## src/rtl/ext_pkg.sv

```systemverilog
// Shared types for the extension/alignment stage: operation codes and the
// request/response records passed between the handshake shell and ext_core.
package ext_pkg;

    // Records are sized for the widest supported datapath; narrower
    // instances use the low bits and leave the rest at zero.
    localparam int XLEN_MAX = 64;
    localparam int OFF_MAX  = 3;

    typedef enum logic [2:0] {
        EXT_ZEXT = 3'd0,
        EXT_SEXT = 3'd1,
        EXT_LUI  = 3'd2,
        EXT_LB   = 3'd3,
        EXT_LBU  = 3'd4,
        EXT_LH   = 3'd5,
        EXT_LHU  = 3'd6,
        EXT_LW   = 3'd7
    } ext_mode_e;

    typedef struct packed {
        ext_mode_e               mode;
        logic [OFF_MAX-1:0]      off;
        logic [XLEN_MAX-1:0]     data;
    } ext_req_t;

    typedef struct packed {
        logic [XLEN_MAX-1:0]     result;
        logic                    align_err;
    } ext_rsp_t;

endpackage

```

## src/rtl/ext_core.sv

```systemverilog
// Combinational immediate / load-data extension: maps one request record to
// its extended result and misalignment flag.
module ext_core
    import ext_pkg::*;
#(
    parameter int XLEN  = 32,
    parameter int IMM_W = 16,
    parameter int OFF_W = $clog2(XLEN / 8)
) (
    input  ext_req_t req,
    output ext_rsp_t rsp
);

    logic [XLEN-1:0]  data;
    logic [OFF_W-1:0] off;
    logic [7:0]       lanes [XLEN/8];

    logic [XLEN-1:0]  immZ;
    logic [XLEN-1:0]  immS;
    logic [XLEN-1:0]  luiVal;
    logic [7:0]       byteSel;
    logic [15:0]      halfSel;
    logic [31:0]      wordSel;
    logic [XLEN-1:0]  result;
    logic             alignErr;

    assign data = req.data[XLEN-1:0];
    assign off  = req.off[OFF_W-1:0];

    for (genvar gi = 0; gi < XLEN / 8; gi++) begin : gLane
        assign lanes[gi] = data[8*gi +: 8];
    end

    // Shifting the immediate to the top and back clears or replicates the
    // bits above IMM_W without a zero-width replication when IMM_W == XLEN.
    assign immZ = (data << (XLEN - IMM_W)) >> (XLEN - IMM_W);
    assign immS = $signed(data << (XLEN - IMM_W)) >>> (XLEN - IMM_W);

    // The LUI image is formed in 32 bits, then sign-extended for 64-bit cores.
    assign luiVal = XLEN'($signed(32'(immZ) << 16));

    // Upper-lane indices wrap; they only matter for offsets that are aligned.
    assign byteSel = lanes[off];
    assign halfSel = {lanes[OFF_W'(off + 1)], lanes[off]};
    assign wordSel = {lanes[OFF_W'(off + 3)], lanes[OFF_W'(off + 2)],
                      lanes[OFF_W'(off + 1)], lanes[off]};

    always_comb begin
        result   = '0;
        alignErr = 1'b0;
        case (req.mode)
            EXT_ZEXT: result = immZ;
            EXT_SEXT: result = immS;
            EXT_LUI:  result = luiVal;
            EXT_LB:   result = XLEN'($signed(byteSel));
            EXT_LBU:  result = XLEN'(byteSel);
            EXT_LH: begin
                alignErr = off[0];
                result   = XLEN'($signed(halfSel));
            end
            EXT_LHU: begin
                alignErr = off[0];
                result   = XLEN'(halfSel);
            end
            EXT_LW: begin
                alignErr = (off[1:0] != 2'b00);
                result   = XLEN'($signed(wordSel));
            end
            default: result = '0;
        endcase
        if (alignErr) begin
            result = '0;
        end
    end

    assign rsp.result    = XLEN_MAX'(result);
    assign rsp.align_err = alignErr;

    if (XLEN < XLEN_MAX) begin : gDataPad
        logic unusedData;
        assign unusedData = ^req.data[XLEN_MAX-1:XLEN];
    end

    if (OFF_W < OFF_MAX) begin : gOffPad
        logic unusedOff;
        assign unusedOff = ^req.off[OFF_MAX-1:OFF_W];
    end

endmodule

```

## src/rtl/ext_align_unit.sv

```systemverilog
// Pipelined extension stage: ext_core behind a valid/ready shell with an
// output register and one skid register, so InReady never depends on OutReady.
module ext_align_unit
    import ext_pkg::*;
#(
    parameter int XLEN  = 32,
    parameter int IMM_W = 16,
    parameter int OFF_W = $clog2(XLEN / 8)
) (
    input  logic             CLK,
    input  logic             Reset,
    input  logic             InValid,
    output logic             InReady,
    input  logic [2:0]       ExtMode,
    input  logic [OFF_W-1:0] ByteOff,
    input  logic [XLEN-1:0]  DataIn,
    output logic             OutValid,
    input  logic             OutReady,
    output logic [XLEN-1:0]  ExtResult,
    output logic             AlignErr
);

    ext_req_t        coreReq;
    ext_rsp_t        coreRsp;
    logic [XLEN-1:0] coreResult;

    logic            outValidReg;
    logic [XLEN-1:0] outResultReg;
    logic            outErrReg;
    logic            skidValidReg;
    logic [XLEN-1:0] skidResultReg;
    logic            skidErrReg;

    logic            accept;
    logic            drain;

    assign coreReq.mode = ext_mode_e'(ExtMode);
    assign coreReq.off  = OFF_MAX'(ByteOff);
    assign coreReq.data = XLEN_MAX'(DataIn);

    ext_core #(
        .XLEN  (XLEN),
        .IMM_W (IMM_W),
        .OFF_W (OFF_W)
    ) uCore (
        .req (coreReq),
        .rsp (coreRsp)
    );

    assign coreResult = coreRsp.result[XLEN-1:0];

    if (XLEN < XLEN_MAX) begin : gRspPad
        logic unusedRsp;
        assign unusedRsp = ^coreRsp.result[XLEN_MAX-1:XLEN];
    end

    assign accept = InValid && !skidValidReg;
    assign drain  = outValidReg && OutReady;

    // The skid entry is only ever filled while the output register is
    // occupied, so a full skid always implies a valid output.
    always_ff @(posedge CLK or posedge Reset) begin
        if (Reset) begin
            outValidReg   <= 1'b0;
            outResultReg  <= '0;
            outErrReg     <= 1'b0;
            skidValidReg  <= 1'b0;
            skidResultReg <= '0;
            skidErrReg    <= 1'b0;
        end else if (skidValidReg) begin
            if (drain) begin
                outResultReg <= skidResultReg;
                outErrReg    <= skidErrReg;
                skidValidReg <= 1'b0;
            end
        end else if (accept) begin
            if (!outValidReg || OutReady) begin
                outValidReg  <= 1'b1;
                outResultReg <= coreResult;
                outErrReg    <= coreRsp.align_err;
            end else begin
                skidValidReg  <= 1'b1;
                skidResultReg <= coreResult;
                skidErrReg    <= coreRsp.align_err;
            end
        end else if (drain) begin
            outValidReg <= 1'b0;
        end
    end

    assign InReady   = !skidValidReg;
    assign OutValid  = outValidReg;
    assign ExtResult = outResultReg;
    assign AlignErr  = outErrReg;

endmodule

```

## config.mk

```make
export PLATFORM = sky130hd
export DESIGN_NAME = ext_align_unit
export DESIGN_NICKNAME = d
export VERILOG_FILES = /design/src/rtl/ext_pkg.sv /design/src/rtl/ext_core.sv /design/src/rtl/ext_align_unit.sv
export SDC_FILE = /design/constraint.sdc
export NUM_CORES = 1
export LEC_CHECK = 0
export CAP_MARGIN = 30
export CORE_ASPECT_RATIO = 0.9
export CORE_MARGIN = 3
export CORE_UTILIZATION = 32
export DETAILED_ROUTE_END_ITERATION = 6
export PLACE_DENSITY = 0.62
export SLEW_MARGIN = 20
export SYNTH_ARGS = -nofsm -noshare
export SYNTH_HDL_FRONTEND = slang
export SYNTH_SLANG_ARGS = --single-unit
```

## constraint.sdc

```tcl
create_clock -name CLK -period 2.5 [get_ports CLK]
set_input_delay 0.375 -clock CLK [delete_from_list [all_inputs] [get_ports CLK]]
set_output_delay 0.375 -clock CLK [all_outputs]
set_load 0.02 [all_outputs]
```

Yosys cells after proc, flatten, opt, wreduce, memory -nomap -nowiden
Cells that the tools add are included.
- add/sub/neg operators: 3
- order comparisons: 4
- equality and inequality tests: 9
- muxes and demuxes: 30
- bitwise gates (word level): 6
- reductions and logical operators: 14
- operators by type and width (operator ; number):
    $pmux W32 S8 ; 1
    $mux W32 ; 5
    $bmux W8 S2 ; 4
    $mux W8 ; 8
    $eq A3 B3 Y1 const B ; 4
    $ge A3 B3 Y1 const B ; 4
    $not A2 Y3 ; 4
    $mux W1 ; 11
    $reduce_and A3 Y1 ; 3
    $reduce_bool A2 Y1 ; 4
    $eq A3 B2 Y1 const B ; 2
    $add A2 B2 Y2 const B ; 2
    $ne A2 B1 Y1 const B ; 2
    $eq A3 B1 Y1 const B ; 1
    $logic_not A3 Y1 ; 1
    $add A2 B1 Y2 const B ; 1
    $logic_and A1 B1 Y1 ; 2
    $logic_not A1 Y1 ; 2
    $not A1 Y1 ; 2
    $pmux W1 S2 ; 1
    $reduce_or A2 Y1 ; 1
    $logic_or A1 B1 Y1 ; 1
- bits in registers: 68
- input bits: 41
- output and inout bits: 35
- word-level logic and storage cells: 72

Depth between registers and ports, before layout
Gate-level depths: netlist of the first run.
- depth after elaboration: 10
- mapped depth: 12
- mapped depth without buffers: 7

Modules after synthesis
Synthesis of the first run repeated with hierarchy kept, for this count alone.
- cell total of the unflattened synthesis: 379
- area, all modules: 4733.3 um^2
- modules (own cells, without submodules) (module ; times used ; cells each ; area each (um^2) ; sequential area each (um^2)):
    ext_align_unit ; 1 ; 189 ; 3004.1 ; 1701.6
    ext_core ; 1 ; 190 ; 1729.2 ; 0.0

Worst setup path before layout of the first run
No wires, ideal clock.
- path type: in2reg
- start: input ByteOff[1]
- end: register outResultReg[9] (netlist: ExtResult[9])
- library setup time: 0.126 ns
- data arrival time: 2.510 ns
- data required time: 2.374 ns
- path slack: -0.136 ns
- stages: 9
- path buffers: 4
- cells stage by stage: buf_6 > buf_2 > inv_1 > ha_1 > buf_4 > clkbuf_1 > mux4_2 > a221o_1 > a221o_1
- word-level cells in the longest chain between the ends: 10
- elaborated cells on any way between the ends: 16
- classes of those cells: 1 x add/sub; 12 x mux; 2 x bitwise; 1 x reduce/logical
- RTL lines (what ; line ; RTL):
    from (decl) ; ext_align_unit.sv:15 ; input logic [OFF_W-1:0] ByteOff,
    $add A2 B1 Y2 ; ext_core.sv:44, ext_core.sv:46 ;
    $not A2 Y3 (implied by the code) ; ext_core.sv:44, ext_core.sv:46 ;
    $bmux W8 S2 ; ext_core.sv:44, ext_core.sv:46 ;
    $mux W8 (implied by the code) (2 in a row) ; ext_core.sv:44, ext_core.sv:46 ;
    $pmux W32 S8 ; ext_core.sv:51 ; case (req.mode)
    $mux W32 * ; ext_core.sv:71 ; if (alignErr) begin
    $mux W32 * ; ext_align_unit.sv:77 ; if (!outValidReg || OutReady) begin
    $mux W32 * ; ext_align_unit.sv:76 ; end else if (accept) begin
    $mux W32 * ; ext_align_unit.sv:70 ; end else if (skidValidReg) begin
    to (signal assigned) ; ext_align_unit.sv:72 ; outResultReg <= skidResultReg;
    to (signal assigned) ; ext_align_unit.sv:79 ; outResultReg <= coreResult;
    to (decl) ; ext_align_unit.sv:28 ; logic [XLEN-1:0] outResultReg;
Mark *: on every way between the ends. The rest lies on a longest branch, timed or not. The select of a mux whose other input is x is not followed.
A chain may end at the register's enable or synchronous reset.

Worst setup path after layout of the first run
- start: input ByteOff[1]
- end: register outResultReg[11] (netlist: ExtResult[11])
The elaborated chain is that of the path after synthesis.

==> results of run 1 <==
==> sequential cells by signal, indices dropped and copies added (netlist names) <==
signal,count
skidValidReg,1
ExtResult,32
skidResultReg,32
OutValid,1
skidErrReg,1
AlignErr,1
==> worst reg2reg max path: cells and delay by family, from the launching register on <==
kind,cells,cell delay [ps]
buffers and inverters,3,580
AND/OR/NAND/NOR,1,280
flip-flops,1,380
AO/OA/AOI/OAI,1,360
==> Yosys cell counts, types with 2 or more instances <==
cell / instances / area share, %
and4b_1: 2 / 0.46
nor4b_1: 2 / 0.40
a22o_1: 32 / 6.4
o211ai_1: 7 / 1.2
nor2_1: 6 / 0.52
mux4_2: 27 / 14
o31ai_1: 2 / 0.34
nand2_1: 56 / 4.8
o211ai_2: 10 / 2.9
mux2i_1: 6 / 1.4
a22oi_2: 3 / 0.86
or2_1: 2 / 0.29
buf_4: 3 / 0.52
nand2b_1: 3 / 0.43
o21a_1: 8 / 1.4
o21ai_0: 18 / 2.1
a22oi_1: 13 / 2.2
clkbuf_1: 23 / 2.0
and3_1: 11 / 1.6
buf_2: 8 / 0.92
nand3_1: 16 / 1.8
dfrtp_1: 68 / 39
buf_6: 4 / 1.0
mux4_1: 3 / 1.8
a221o_1: 14 / 3.2
a21oi_1: 28 / 3.2
inv_1: 4 / 0.34
==> cells in the final DEF (no fill, tap or decap), drive strengths merged, types with 8 or more instances in the layout <==
cell type	netlist	layout
o211ai	17	17
dfrtp	68	68
nand2	57	57
clkbuf	23	9
a22o	32	32
mux4	30	30
a221o	14	14
o21a	8	8
clkdlybuf4s50	0	74
buf	18	32
o21ai	18	18
a21oi	28	28
nand3	16	16
a22oi	16	16
and3	11	11
==> cells by family (layout without fill, tap and decap cells) <==
kind of cell	count (synthesis)	after routing	synth area share [%]
AO/OA/AOI/OAI	142	142	25.81
adder cells (fa/ha/maj)	1	1	0.2874
buffers and inverters	45	125	5.691
flip-flops	68	68	39.09
multiplexers	36	36	17.16
AND/OR/NAND/NOR	106	106	11.96
==> metrics by stage <==
step / TNS (ps) / utilization [%] / power (W) / std cells
2_1_floorplan: 0 / - / 0.003462 / 398
3_3_place_gp: -5580 / 41.27 / 0.004381 / 626
3_5_place_dp: -7790 / 41.35 / 0.004457 / 627
4_1_cts: 0 / 43.97 / 0.005927 / 642
5_1_grt: 0 / 44.02 / 0.006261 / 642
6_report: 0 / 44.02 / 0.005892 / 642
==> cell type report <==
cell class	instances	area (um^2)	share of cell area (%)
Multi-Input combinational cell	285	2414	42.24
Sequential cell	68	1702	29.78
Timing Repair Buffer	106	1040	18.20
Clock buffer	9	225.2	3.941
Tap cell	164	205.2	3.591
Clock inverter	6	113.9	1.993
Inverter	4	15.01	0.2628
==> timing repair <==
| item | 4_1_cts | 5_1_grt |
|---|---|---|
| setup buffers | 0 | 0 |
| setup endpoints to repair | 0 | 6 |
| gates resized for setup | 0 | 2 |
==> routing by layer <==
layer | GRT usage (%) | share of wire [%] | vias up
met5 | 0 | 0 | -
met4 | 4.409 | 1.4 | 0
met3 | 3.109 | 6.2 | 20
met2 | 27.66 | 46 | 149
met1 | 24.78 | 46 | 1935
li1 | - | - | 1708
==> worst paths after layout <==
kind / start / end / slack [ps] / depth (start not counted)
worst max-delay path: ByteOff[1] / ExtResult[11] / 40 / 7
worst min-delay path: Reset / OutValid / 410 / 2
worst max register to register: skidValidReg / ExtResult[8] / 780 / 5
worst min register to register: skidResultReg[1] / skidResultReg[1] / 480 / 2
max in group asynchronous: Reset / skidResultReg[13] / 1460 / 3
min in group CLK: skidResultReg[1] / skidResultReg[1] / 480 / 2
==> power by group <==
| part | switching [W] | internal, W |
|---|---|---|
| Clock | 0.000486 | 0.000970 |
| Combinational | 0.00138 | 0.00121 |
| Sequential | 0.000270 | 0.00157 |
| Total | 0.00213 | 0.00376 |
==> metrics.csv, run 1 <==
metric,value,unit
CTS tree,yes,
Layout area overhead,31.27,%
"Top FF cell, synth",dfrtp_1,
P per Cell Area,1031,mW/mm^2
"critical path fanouts, max",19,
IO buf count,75,
ANT nets after route,0,
worst path bufs/invs,2,
Fin. Hold Viols,0,
first-pass GRT wire length,20.57,mm
Yosys warnings,0,
die width,128.9,um
"Clk Latency, worst-skew pair",330,ps
initial DRC count,408,
fillcell total,1220,
WL/cell,19.87,um
Crit path arrival time,2680,ps
largest net degree at the start of global routing,47,
final worst path period share,98.57,%
Peak Freq,0.4058,GHz
Starting Density,33.54,%
Worst-path clk slew,60,ps
number of diodes,0,
# hold bufs at CTS,0,
die height,116.6,um
drt via density,5.938,
#FFs+latches synth,68,
Final Cell Area,0.005714,mm^2
Slew @ Worst Pin,766.4,ps
CTS Buf Count,9,
cells after synthesis,398,
status,"complete, no violations",
Required @ worst endpoint,2720,ps
CP peak stage delay,500,ps
cell family with most CP delay,buffers and inverters,
initial antenna violation count,0,
CP startpoint kind,input port,
layout cells sized above 1,19.87,%
leakage power,2.393,nW
io pins,76,
setup ws final,35.86,ps
Max VDD drop,0.0003425,V
DR pass1 iterations,5,
Final HPWL DP,9.058,mm
Final Setup Violations,0,
mean post-synth cell area,10.94,um^2
Core Box Area,0.01298,mm^2
GPL Wtd Cong,0.9109,
"critical path, cell by cell","clkdlybuf4s50_1, buf_6, mux2i_1, mux2i_1, and4b_1, a221o_1, a221o_1",
max_cap viols,0,
Layout Skew,4.436,ps
slowest CP cell,clkdlybuf4s50_1,
htree depth,3,
overall routing resource usage,17.41,%
Critical Path End Type,register,
Via Count,3812,
Worst Setup Path Type,input port to register,
number of global-route vias before repair,3825,
WHS,408.9,ps
pre-CTS setup slack,-270.5,ps
Post-synth EDFFs,0,
fin nets,516,
sequential share of the synthesized area,39.09,%
final wirelength,12.76,mm
Slew Limit Fails,0,
Worst slew margin,48.68,%
drt drc,0,
root buffer cell,clkbuf_16,
post-synthesis cell type count,46,
Bufs on Longest Clock Path,2,
clk sinks,68,
setup repair after global routing missed its margin,no,
Post-Syn Area,0.004353,mm^2
die area,0.01504,mm^2
Site Rows,39,
grt total ovfl,0,
placed cell areas,0.005368,mm^2
post-layout min period,2464,ps
syn nets,440,
Hold Path Class,input port to async pin,
Post-synth ARST share,100.0,%
Power figures use the tool's default switching activity.
==> run 2, diff against run 1 <==
--- a/config.mk
+++ b/config.mk
@@ -9,6 +9,7 @@
 export CORE_ASPECT_RATIO = 0.9
 export CORE_MARGIN = 3
 export CORE_UTILIZATION = 32
+export CTS_CLUSTER_SIZE = 28
 export DETAILED_ROUTE_END_ITERATION = 6
 export PLACE_DENSITY = 0.62
 export SLEW_MARGIN = 20
==> results of run 2 <==
Final layout, timing and power as in run 1 (identical DEF).
